==> src/rtl/uart_alu_pkg.sv <==
// Shared constants for the serial calculator: opcodes, FSM state codes,
// frame defaults and the 8-bit ALU evaluation function.
package uart_alu_pkg;

  localparam int unsigned N_DATA_DEF = 8;
  localparam int unsigned M_STOP_DEF = 1;

  localparam logic [5:0] OP_ADD = 6'b100000;
  localparam logic [5:0] OP_SUB = 6'b100010;
  localparam logic [5:0] OP_AND = 6'b100100;
  localparam logic [5:0] OP_OR  = 6'b100101;
  localparam logic [5:0] OP_XOR = 6'b100110;
  localparam logic [5:0] OP_NOR = 6'b100111;
  localparam logic [5:0] OP_SRA = 6'b000011;
  localparam logic [5:0] OP_SRL = 6'b000010;

  localparam logic [2:0] RX_IDLE  = 3'd0;
  localparam logic [2:0] RX_START = 3'd1;
  localparam logic [2:0] RX_DATA  = 3'd2;
  localparam logic [2:0] RX_PAR   = 3'd3;
  localparam logic [2:0] RX_STOP  = 3'd4;

  localparam logic [2:0] TX_IDLE  = 3'd0;
  localparam logic [2:0] TX_START = 3'd1;
  localparam logic [2:0] TX_DATA  = 3'd2;
  localparam logic [2:0] TX_PAR   = 3'd3;
  localparam logic [2:0] TX_STOP  = 3'd4;

  localparam logic [1:0] CAP_WAIT_A  = 2'd0;
  localparam logic [1:0] CAP_WAIT_B  = 2'd1;
  localparam logic [1:0] CAP_WAIT_OP = 2'd2;
  localparam logic [1:0] CAP_SEND    = 2'd3;

  // Signed 8-bit ALU; unknown opcodes return zero.
  function automatic logic [7:0] alu_eval(input logic [7:0] a, input logic [7:0] b,
                                          input logic [5:0] op);
    case (op)
      OP_ADD:  return a + b;
      OP_SUB:  return a - b;
      OP_AND:  return a & b;
      OP_OR:   return a | b;
      OP_XOR:  return a ^ b;
      OP_NOR:  return ~(a | b);
      OP_SRA:  return 8'($signed(a) >>> b);
      OP_SRL:  return a >> b;
      default: return 8'h00;
    endcase
  endfunction

endpackage

==> src/rtl/uart_alu_top_level_if.sv <==
// Byte handshake between the UART engines and the capture FSM.
//   rx_done/rx_data : received byte strobe and value (UART -> capture)
//   tx_start/tx_data: transmit request and byte     (capture -> UART)
//   tx_done         : end of last stop bit          (UART -> capture)
interface uart_alu_top_level_if #(
  parameter int unsigned W = 8
);
  logic         rx_done;
  logic [W-1:0] rx_data;
  logic         tx_start;
  logic [W-1:0] tx_data;
  logic         tx_done;

  modport master (input rx_done, rx_data, tx_done, output tx_start, tx_data);
  modport slave  (output rx_done, rx_data, tx_done, input tx_start, tx_data);
endinterface

==> src/rtl/uart_alu_top_level_capture.sv <==
// Operand capture FSM: collects A, B and opcode, launches the ALU result
// on the transmitter and waits for it to finish.
// Ports: i_clk, rst_n (async active-low), bus (master side of the handshake).
module uart_alu_top_level_capture
  import uart_alu_pkg::*;
#(
  parameter int unsigned N_DATA = N_DATA_DEF
) (
  input  logic i_clk,
  input  logic rst_n,
  uart_alu_top_level_if.master bus
);
  logic [1:0]        st, st_n;
  logic [7:0]        a_q, a_n, b_q, b_n;
  logic [5:0]        op_q, op_n;
  logic              sent_q, sent_n;
  logic              start_q, start_n;
  logic [N_DATA-1:0] data_q, data_n;

  assign bus.tx_start = start_q;
  assign bus.tx_data  = data_q;

  always_ff @(posedge i_clk or negedge rst_n) begin
    if (!rst_n) begin
      st <= CAP_WAIT_A; a_q <= '0; b_q <= '0; op_q <= '0;
      sent_q <= 1'b0; start_q <= 1'b0; data_q <= '0;
    end else begin
      st <= st_n; a_q <= a_n; b_q <= b_n; op_q <= op_n;
      sent_q <= sent_n; start_q <= start_n; data_q <= data_n;
    end
  end

  // Bytes arriving during SEND are ignored.
  always_comb begin
    st_n = st; a_n = a_q; b_n = b_q; op_n = op_q;
    sent_n = sent_q; start_n = 1'b0; data_n = data_q;
    case (st)
      CAP_WAIT_A:  if (bus.rx_done) begin a_n = 8'(bus.rx_data); st_n = CAP_WAIT_B; end
      CAP_WAIT_B:  if (bus.rx_done) begin b_n = 8'(bus.rx_data); st_n = CAP_WAIT_OP; end
      CAP_WAIT_OP: if (bus.rx_done) begin
        op_n   = 6'(bus.rx_data);
        sent_n = 1'b0;
        st_n   = CAP_SEND;
      end
      CAP_SEND: begin
        if (!sent_q) begin
          start_n = 1'b1;
          data_n  = N_DATA'(alu_eval(a_q, b_q, op_q));
          sent_n  = 1'b1;
        end else if (bus.tx_done) begin
          sent_n = 1'b0;
          st_n   = CAP_WAIT_A;
        end
      end
      default: st_n = CAP_WAIT_A;
    endcase
  end

endmodule

==> src/rtl/uart_alu_top_level_uart.sv <==
// UART receiver and transmitter sharing one 16x oversampling tick.
// Optional macro UART_PARITY_EN adds an even-parity bit after the data bits.
// Ports: i_clk, rst_n (async active-low), tick (16x baud strobe),
//        rx_line (synchronised serial in), tx_line (serial out, idles high),
//        bus (slave side of the byte handshake).
module uart_alu_top_level_uart
  import uart_alu_pkg::*;
#(
  parameter int unsigned N_DATA = N_DATA_DEF,
  parameter int unsigned M_STOP = M_STOP_DEF
) (
  input  logic i_clk,
  input  logic rst_n,
  input  logic tick,
  input  logic rx_line,
  output logic tx_line,
  uart_alu_top_level_if.slave bus
);
  localparam int unsigned BIT_W  = (N_DATA > 1) ? $clog2(N_DATA) : 1;
  localparam int unsigned STOP_W = (M_STOP > 1) ? $clog2(M_STOP) : 1;
  localparam logic [BIT_W-1:0]  LAST_BIT  = BIT_W'(N_DATA - 1);
  localparam logic [STOP_W-1:0] LAST_STOP = STOP_W'(M_STOP - 1);

  logic [2:0]        rx_state, rx_state_n;
  logic [3:0]        rx_cnt, rx_cnt_n;
  logic [BIT_W-1:0]  rx_bit, rx_bit_n;
  logic [STOP_W-1:0] rx_stop, rx_stop_n;
  logic [N_DATA-1:0] rx_sh, rx_sh_n;
  logic              rx_done, rx_done_n;
`ifdef UART_PARITY_EN
  logic              rx_perr, rx_perr_n;
`endif

  logic [2:0]        tx_state, tx_state_n;
  logic [3:0]        tx_cnt, tx_cnt_n;
  logic [BIT_W-1:0]  tx_bit, tx_bit_n;
  logic [STOP_W-1:0] tx_stop, tx_stop_n;
  logic [N_DATA-1:0] tx_sh, tx_sh_n;
  logic              tx_armed, tx_armed_n;
  logic              tx_line_n;
  logic              tx_done, tx_done_n;
`ifdef UART_PARITY_EN
  logic              tx_par, tx_par_n;
`endif

  assign bus.rx_done = rx_done;
  assign bus.rx_data = rx_sh;
  assign bus.tx_done = tx_done;

  // State registers for both engines.
  always_ff @(posedge i_clk or negedge rst_n) begin
    if (!rst_n) begin
      rx_state <= RX_IDLE; rx_cnt <= '0; rx_bit <= '0; rx_stop <= '0;
      rx_sh    <= '0;      rx_done <= 1'b0;
      tx_state <= TX_IDLE; tx_cnt <= '0; tx_bit <= '0; tx_stop <= '0;
      tx_sh    <= '0;      tx_armed <= 1'b0; tx_line <= 1'b1; tx_done <= 1'b0;
`ifdef UART_PARITY_EN
      rx_perr  <= 1'b0;    tx_par <= 1'b0;
`endif
    end else begin
      rx_state <= rx_state_n; rx_cnt <= rx_cnt_n; rx_bit <= rx_bit_n; rx_stop <= rx_stop_n;
      rx_sh    <= rx_sh_n;    rx_done <= rx_done_n;
      tx_state <= tx_state_n; tx_cnt <= tx_cnt_n; tx_bit <= tx_bit_n; tx_stop <= tx_stop_n;
      tx_sh    <= tx_sh_n;    tx_armed <= tx_armed_n; tx_line <= tx_line_n; tx_done <= tx_done_n;
`ifdef UART_PARITY_EN
      rx_perr  <= rx_perr_n;  tx_par <= tx_par_n;
`endif
    end
  end

  // Receiver: centre-sample 8 ticks after the start edge, then every 16.
  always_comb begin
    rx_state_n = rx_state; rx_cnt_n = rx_cnt; rx_bit_n = rx_bit; rx_stop_n = rx_stop;
    rx_sh_n    = rx_sh;    rx_done_n = 1'b0;
`ifdef UART_PARITY_EN
    rx_perr_n  = rx_perr;
`endif
    if (tick) begin
      case (rx_state)
        RX_IDLE: if (!rx_line) begin rx_state_n = RX_START; rx_cnt_n = '0; end
        RX_START: begin
          if (rx_cnt == 4'd7) begin
            rx_cnt_n   = '0;
            rx_bit_n   = '0;
            rx_state_n = rx_line ? RX_IDLE : RX_DATA;   // high again: glitch
          end else rx_cnt_n = rx_cnt + 4'd1;
        end
        RX_DATA: begin
          if (rx_cnt == 4'd15) begin
            rx_cnt_n = '0;
            rx_sh_n  = {rx_line, rx_sh[N_DATA-1:1]};
            if (rx_bit == LAST_BIT) begin
              rx_stop_n = '0;
`ifdef UART_PARITY_EN
              rx_state_n = RX_PAR;
`else
              rx_state_n = RX_STOP;
`endif
            end else rx_bit_n = rx_bit + BIT_W'(1);
          end else rx_cnt_n = rx_cnt + 4'd1;
        end
`ifdef UART_PARITY_EN
        RX_PAR: begin
          if (rx_cnt == 4'd15) begin
            rx_cnt_n   = '0;
            rx_perr_n  = rx_line ^ (^rx_sh);
            rx_state_n = RX_STOP;
          end else rx_cnt_n = rx_cnt + 4'd1;
        end
`endif
        RX_STOP: begin
          if (rx_cnt == 4'd15) begin
            rx_cnt_n = '0;
            if (!rx_line) rx_state_n = RX_IDLE;         // framing error: drop byte
            else if (rx_stop == LAST_STOP) begin
              rx_state_n = RX_IDLE;
`ifdef UART_PARITY_EN
              rx_done_n  = !rx_perr;
`else
              rx_done_n  = 1'b1;
`endif
            end else rx_stop_n = rx_stop + STOP_W'(1);
          end else rx_cnt_n = rx_cnt + 4'd1;
        end
        default: rx_state_n = RX_IDLE;
      endcase
    end
  end

  // Transmitter: a request arms it; the start bit begins on the next tick.
  always_comb begin
    tx_state_n = tx_state; tx_cnt_n = tx_cnt; tx_bit_n = tx_bit; tx_stop_n = tx_stop;
    tx_sh_n    = tx_sh;    tx_armed_n = tx_armed; tx_line_n = tx_line; tx_done_n = 1'b0;
`ifdef UART_PARITY_EN
    tx_par_n   = tx_par;
`endif
    case (tx_state)
      TX_IDLE: begin
        tx_line_n = 1'b1;
        if (bus.tx_start) begin
          tx_sh_n    = bus.tx_data;
          tx_armed_n = 1'b1;
`ifdef UART_PARITY_EN
          tx_par_n   = ^bus.tx_data;
`endif
        end else if (tx_armed && tick) begin
          tx_armed_n = 1'b0;
          tx_state_n = TX_START;
          tx_line_n  = 1'b0;
          tx_cnt_n   = '0;
        end
      end
      TX_START: if (tick) begin
        if (tx_cnt == 4'd15) begin
          tx_cnt_n = '0; tx_bit_n = '0; tx_line_n = tx_sh[0]; tx_state_n = TX_DATA;
        end else tx_cnt_n = tx_cnt + 4'd1;
      end
      TX_DATA: if (tick) begin
        if (tx_cnt == 4'd15) begin
          tx_cnt_n = '0;
          if (tx_bit == LAST_BIT) begin
            tx_stop_n = '0;
`ifdef UART_PARITY_EN
            tx_line_n  = tx_par;
            tx_state_n = TX_PAR;
`else
            tx_line_n  = 1'b1;
            tx_state_n = TX_STOP;
`endif
          end else begin
            tx_bit_n  = tx_bit + BIT_W'(1);
            tx_sh_n   = tx_sh >> 1;
            tx_line_n = tx_sh[1];
          end
        end else tx_cnt_n = tx_cnt + 4'd1;
      end
`ifdef UART_PARITY_EN
      TX_PAR: if (tick) begin
        if (tx_cnt == 4'd15) begin
          tx_cnt_n = '0; tx_line_n = 1'b1; tx_state_n = TX_STOP;
        end else tx_cnt_n = tx_cnt + 4'd1;
      end
`endif
      TX_STOP: if (tick) begin
        if (tx_cnt == 4'd15) begin
          tx_cnt_n = '0;
          if (tx_stop == LAST_STOP) begin
            tx_state_n = TX_IDLE;
            tx_done_n  = 1'b1;
          end else tx_stop_n = tx_stop + STOP_W'(1);
        end else tx_cnt_n = tx_cnt + 4'd1;
      end
      default: tx_state_n = TX_IDLE;
    endcase
  end

endmodule

==> src/rtl/uart_alu_top_level.sv <==
// Serial calculator top: RsRx bytes A, B, op -> ALU -> result byte on RsTx.
// Optional macro UART_PARITY_EN enables even parity on both directions.
// Ports: i_clk (system clock), i_btnC (async active-low reset),
//        RsRx (serial in, idles high), RsTx (serial out, idles high).
module uart_alu_top_level
  import uart_alu_pkg::*;
#(
  parameter int unsigned BAUD_DIV = 651,
  parameter int unsigned N_DATA   = N_DATA_DEF,
  parameter int unsigned M_STOP   = M_STOP_DEF
) (
  input  logic i_clk,
  input  logic i_btnC,
  input  logic RsRx,
  output logic RsTx
);
  localparam int unsigned CNT_W = (BAUD_DIV > 1) ? $clog2(BAUD_DIV) : 1;

  logic [CNT_W-1:0] brgen_cnt;
  logic             brgen_valid_urx;
  logic [1:0]       rx_sync;

  // Two-flop synchroniser on the asynchronous serial input.
  always_ff @(posedge i_clk or negedge i_btnC) begin
    if (!i_btnC) rx_sync <= 2'b11;
    else         rx_sync <= {rx_sync[0], RsRx};
  end

  // Free-running 16x baud tick shared by receiver and transmitter.
  always_ff @(posedge i_clk or negedge i_btnC) begin
    if (!i_btnC) begin
      brgen_cnt       <= '0;
      brgen_valid_urx <= 1'b0;
    end else if (brgen_cnt == CNT_W'(BAUD_DIV - 1)) begin
      brgen_cnt       <= '0;
      brgen_valid_urx <= 1'b1;
    end else begin
      brgen_cnt       <= brgen_cnt + CNT_W'(1);
      brgen_valid_urx <= 1'b0;
    end
  end

  uart_alu_top_level_if #(.W(N_DATA)) u_bus ();

  uart_alu_top_level_uart #(.N_DATA(N_DATA), .M_STOP(M_STOP)) u_uart (
    .i_clk   (i_clk),
    .rst_n   (i_btnC),
    .tick    (brgen_valid_urx),
    .rx_line (rx_sync[1]),
    .tx_line (RsTx),
    .bus     (u_bus)
  );

  uart_alu_top_level_capture #(.N_DATA(N_DATA)) u_cap (
    .i_clk (i_clk),
    .rst_n (i_btnC),
    .bus   (u_bus)
  );

endmodule

==> config.mk <==
export PLATFORM = sky130hd
export DESIGN_NAME = uart_alu_top_level
export DESIGN_NICKNAME = d
export VERILOG_FILES = /design/src/rtl/uart_alu_pkg.sv /design/src/rtl/uart_alu_top_level_if.sv /design/src/rtl/uart_alu_top_level_capture.sv /design/src/rtl/uart_alu_top_level_uart.sv /design/src/rtl/uart_alu_top_level.sv
export SDC_FILE = /design/constraint.sdc
export NUM_CORES = 1
export LEC_CHECK = 0
export ABC_AREA = 1
export CORE_ASPECT_RATIO = 0.5
export CORE_UTILIZATION = 56
export CTS_BUF_LIST = sky130_fd_sc_hd__clkbuf_4 sky130_fd_sc_hd__clkbuf_8
export CTS_CLUSTER_DIAMETER = 150
export CTS_CLUSTER_SIZE = 40
export DETAILED_ROUTE_END_ITERATION = 8
export GPL_TIMING_DRIVEN = 0
export PLACE_DENSITY_LB_ADDON = 0.05
export REMOVE_ABC_BUFFERS = 1
export SYNTH_ARGS = -nofsm -noshare
export SYNTH_HDL_FRONTEND = slang
export SYNTH_SLANG_ARGS = --single-unit
export TNS_END_PERCENT = 5
==> constraint.sdc <==
create_clock -name i_clk -period 2.3 [get_ports i_clk]
set_input_delay 0.575 -clock i_clk [delete_from_list [all_inputs] [get_ports i_clk]]
set_output_delay 0.575 -clock i_clk [all_outputs]
set_load 0.005 [all_outputs]
==> reports/results.txt <==
The flow ran to the end, but the final reports show violations. The final reports fail on setup timing. VDD sags by at most 465 uV. Data arrival time of the critical path: 2.67 ns.

Most common cell after layout, fill and taps aside: sky130_fd_sc_hd__nand2_1. After detailed routing, the wire length on met1 is 6.08 mm. Based on the critical path, the design can be clocked at up to 0.413 GHz. The number of buffers added on ports is 3, and the clock sink count is 87. After detailed placement, the design holds a cell count of 867. The filler cells instantiated in the layout total 829. For the setup slack after layout, the log shows -0.119 ns. The kind of cell adding the most delay to the critical path is simple AND/OR/NAND/NOR gates. The tools report the part of the total power dissipated in the clock network as 40.3%. The number of max-slew violations in the final report is 0, and the via count of the first global-routing pass is 4,585. From synthesis to final layout, the design area changed by 12.8%. The run gives 2 as the deepest clock path buffer count.

The reported leakage power came out at 3.05 nW. Summing all multi-input logic gate instances after layout gives 3160 um2. The root buffer cell chosen for the clock tree is sky130_fd_sc_hd__clkbuf_8. After the last flow step, the layout net total stands at 802. The initial antenna violation count was 0; the routed wirelength normalized by instance count was 14.5 um. The logs give 0 for the hold violation total from the final report and 9540 um2 for the placeable core area.

The synthesized design contains 0 enable-type register cells. The routed design uses 778 um of met3 wire. The DRC violation count after routing came out at 0.

Measured along the x axis, the die boundary spans 143 um. Routed length on met2: 5.90 mm. Together, buffers and inverters on the worst path number 4. The run gives 9 as the TritonCTS buffer count. Once detailed placement completed, the half-perimeter wirelength came to 9.03 mm. In this run the vertical extent of the chip is 72.4 um. The routed design has 13.0 mm of wire. The logs give 39.3% for the sequential-to-total area share from yosys stat and 25 for the standard-cell row count.

The tools report the netlist area before placement as 5550 um2. Setup violations remaining at the end of the flow were counted as 6. In this run the power spent charging and discharging nets is 0.000564 W. The library cells used most frequently in the layout, excluding fill and tap cells, are sky130_fd_sc_hd__nand2_1 (200), sky130_fd_sc_hd__inv_1 (82), sky130_fd_sc_hd__dfrtp_1 (76).

Once layout is complete, the utilization of the core stands at 65.7%. Setup repair after global routing could not meet its margin everywhere. STA classifies the critical path endpoint as a flip-flop. For the final database, setup skew stands at 0.00891 ns. The highest cell delay on the worst timing path came out at 0.45 ns. The count of vias placed by the detailed router came out at 4,941. Critical path launch point type: a flip-flop.

The signal on the critical path passes through clkinvlp_4, buf_6, nand3_4, o21ai_4, xor2_1, inv_1, ha_4, nand2_2, inv_2, nand4_1, nand3_1, nand2_1, nand3_2, nand2_2, nor2_2, nand2_1, nand2_1, nand2_1. The tools report the clock latency reported for the late side of the worst-skew pair as 0.35 ns. Max-cap violations in this run came to 0.

Dividing the synthesized area by the synthesized cell count gives 7.51 um2. The post-route netlist has 14.4% of its cells at a drive strength greater than 1. After synthesis, the share of flip-flops with an asynchronous set or reset is 100%. Combinational logic is responsible for 1.4% of the overall power. For this run, the number of Yosys warnings is 0. Using the TritonRoute via totals, the vias-per-cell ratio works out to 5.48.

The finished layout holds 901 standard cells, fillers aside. In this run switching power makes up 21.4% of total power. The share of the clock period used by the worst path after layout is 105%, and the iteration count of the initial detailed-routing pass is 5. The run gives 4 as the I/O pin total. Predominant post-synthesis flop cell: sky130_fd_sc_hd__dfrtp_1. The antenna diode count came out at 0.

The floorplan die area was 10,300 um2. The internal power summed over all cells was 0.00207 W. Slew at the pin with the worst max-slew slack: 0.758 ns. The number of levels the H-tree was split into was 3; the detailed router's first-iteration violation count was 313. The number of storage elements in the synthesis netlist is 87, and the aggregate global routing overflow is 0. For the total global-route track usage, the log shows 26.8%. Wire length of the first global-routing pass: 21.5 mm.

For the largest net degree at the start of global routing, the log shows 70. The worst setup path is of the reg2reg kind. The post-CTS clock slew at the launch and capture registers of the worst setup and hold paths was 0.08 ns; the post-synthesis cell type count was 45. Power per unit of standard cell area: 420 nW/um2.

Registers take 2190 um2. Data on the critical path is required at its endpoint by 2.55 ns. The run gives 0.932 as the weighted congestion reported at the end of routability-driven placement. Routed signal wires occupy layers up through met4. In this run the worst hold path is classified as in2async. Registers are responsible for 58.3% of the overall power.

The slowest cell on the critical path is sky130_fd_sc_hd__dfrtp_2. The design draws 0.00263 W. The tightest slew margin relative to the limit is 49.0%.

Synthesis produced 740 cells. The most numerous cell type found on the critical path is sky130_fd_sc_hd__nand2_1. Once the floorplan was initialized, standard cells occupied 58.2% of the core.

Subtracting the final worst setup slack from the clock period gives 2.42 ns. Of all nets on the critical path, the largest fanout is 5. TritonCTS built the clock tree. The number of nets still failing antenna checks after routing is 0.
-- per-stage QoR --
step	hold slack (ns)	TNS (ns)	worst slack [ns]	area, um2
finish	0.0868	-0.400	-0.119	6270
global route	0.0746	-1.24	-0.263	6270
CTS	0.0761	-0.598	-0.127	6110
detailed placement	0.355	-4.87	-0.864	5730
global placement	0.355	-209.75	-2.39	5700
floorplan	0.279	-1.29	-0.293	5500
-- area by class of cell --
type | instances | area share, %
clock buffer | 11 | 2.22
clock inverter | 5 | 0.938
tap | 135 | 2.70
multi-input combinational | 550 | 50.5
inverter | 91 | 5.59
timing repair buffer | 22 | 3.10
sequential | 87 | 35.0
-- power groups by stage --
| stage | clock, W | sequential [W] | combinational (W) |
|---|---|---|---|
| after floorplan | 0 | 0.00156 | 0.000000821 |
| after global placement | 0 | 0.00156 | 0.0000340 |
| after detailed placement | 0 | 0.00156 | 0.0000403 |
| after CTS | 0.00109 | 0.00153 | 0.0000401 |
| after global routing | 0.00115 | 0.00153 | 0.0000448 |
| final | 0.00106 | 0.00153 | 0.0000374 |
-- sequential cells by signal, indices dropped and copies added (netlist names), 4 cells and up --
name,count
u_cap.op_q,6
u_cap.bus.tx_data,8
u_uart.rx_cnt,4
u_uart.bus.rx_data,8
brgen_cnt,10
u_uart.tx_cnt,4
u_cap.a_q,8
u_cap.b_q,8
u_uart.tx_sh,8
-- cell usage after synthesis (all sizes together), types with 2 or more instances --
library cell / instances / area share [%]
nand3b: 3 / 0.41
dfrtp: 84 / 38
nand4: 15 / 1.7
a21oi: 25 / 2.3
ha: 37 / 8.3
xor2: 11 / 1.7
nand3: 73 / 7.1
o211ai: 7 / 1.0
buf: 4 / 0.41
nor3b: 2 / 0.27
o21ai: 64 / 5.8
nor2: 67 / 5.8
dfstp: 3 / 1.4
a21o: 2 / 0.27
inv: 91 / 6.1
nor3: 13 / 1.4
or2: 4 / 0.45
nand2: 208 / 14
clkbuf: 8 / 0.54
a32o: 2 / 0.36
nor4: 5 / 0.56
o31ai: 2 / 0.27
xnor2: 2 / 0.32
-- cells by family after synthesis --
group                      Yosys count  share of synthesized area [%]
and+or+nand+nor                    391                           32.0
xor gates and xnor gates            13                           2.05
buffers and inverters              103                           7.10
AOI/OAI and AO/OA                  108                           10.9
DFF                                 87                           39.3
adders and majority gates           38                           8.70
-- final timing paths --
check	startpoint	endpoint	slack, ns	depth (start not counted)
worst min register to register	rx_sync[0]	rx_sync[1]	0.36	0
worst max-delay path	u_cap.b_q[1]	u_cap.bus.tx_data[6]	-0.12	18
worst max register to register	u_cap.b_q[1]	u_cap.bus.tx_data[6]	-0.12	18
max in group asynchronous	i_btnC	rx_sync[0]	1.56	2
min in group i_clk	rx_sync[0]	rx_sync[1]	0.36	0
worst min-delay path	i_btnC	u_cap.bus.tx_data[2]	0.09	1
-- repair_timing --
action / 4_1_cts / 5_1_grt
hold buffers: 0 / 0
gates resized for setup: 31 / 24
cloned: 0 / 0
setup buffers: 12 / 6
endpoints found under the setup margin: 7 / 7
pin swaps: 14 / 26
-- layer usage --
| metal | track usage (%) | vias up |
|---|---|---|
| met4 | 8.00 | 0 |
| met1 | 36.3 | 2279 |
| met5 | 0 | - |
| met3 | 6.01 | 26 |
| li1 | - | 2480 |
| met2 | 43.5 | 156 |
Power figures use the tool's default switching activity.
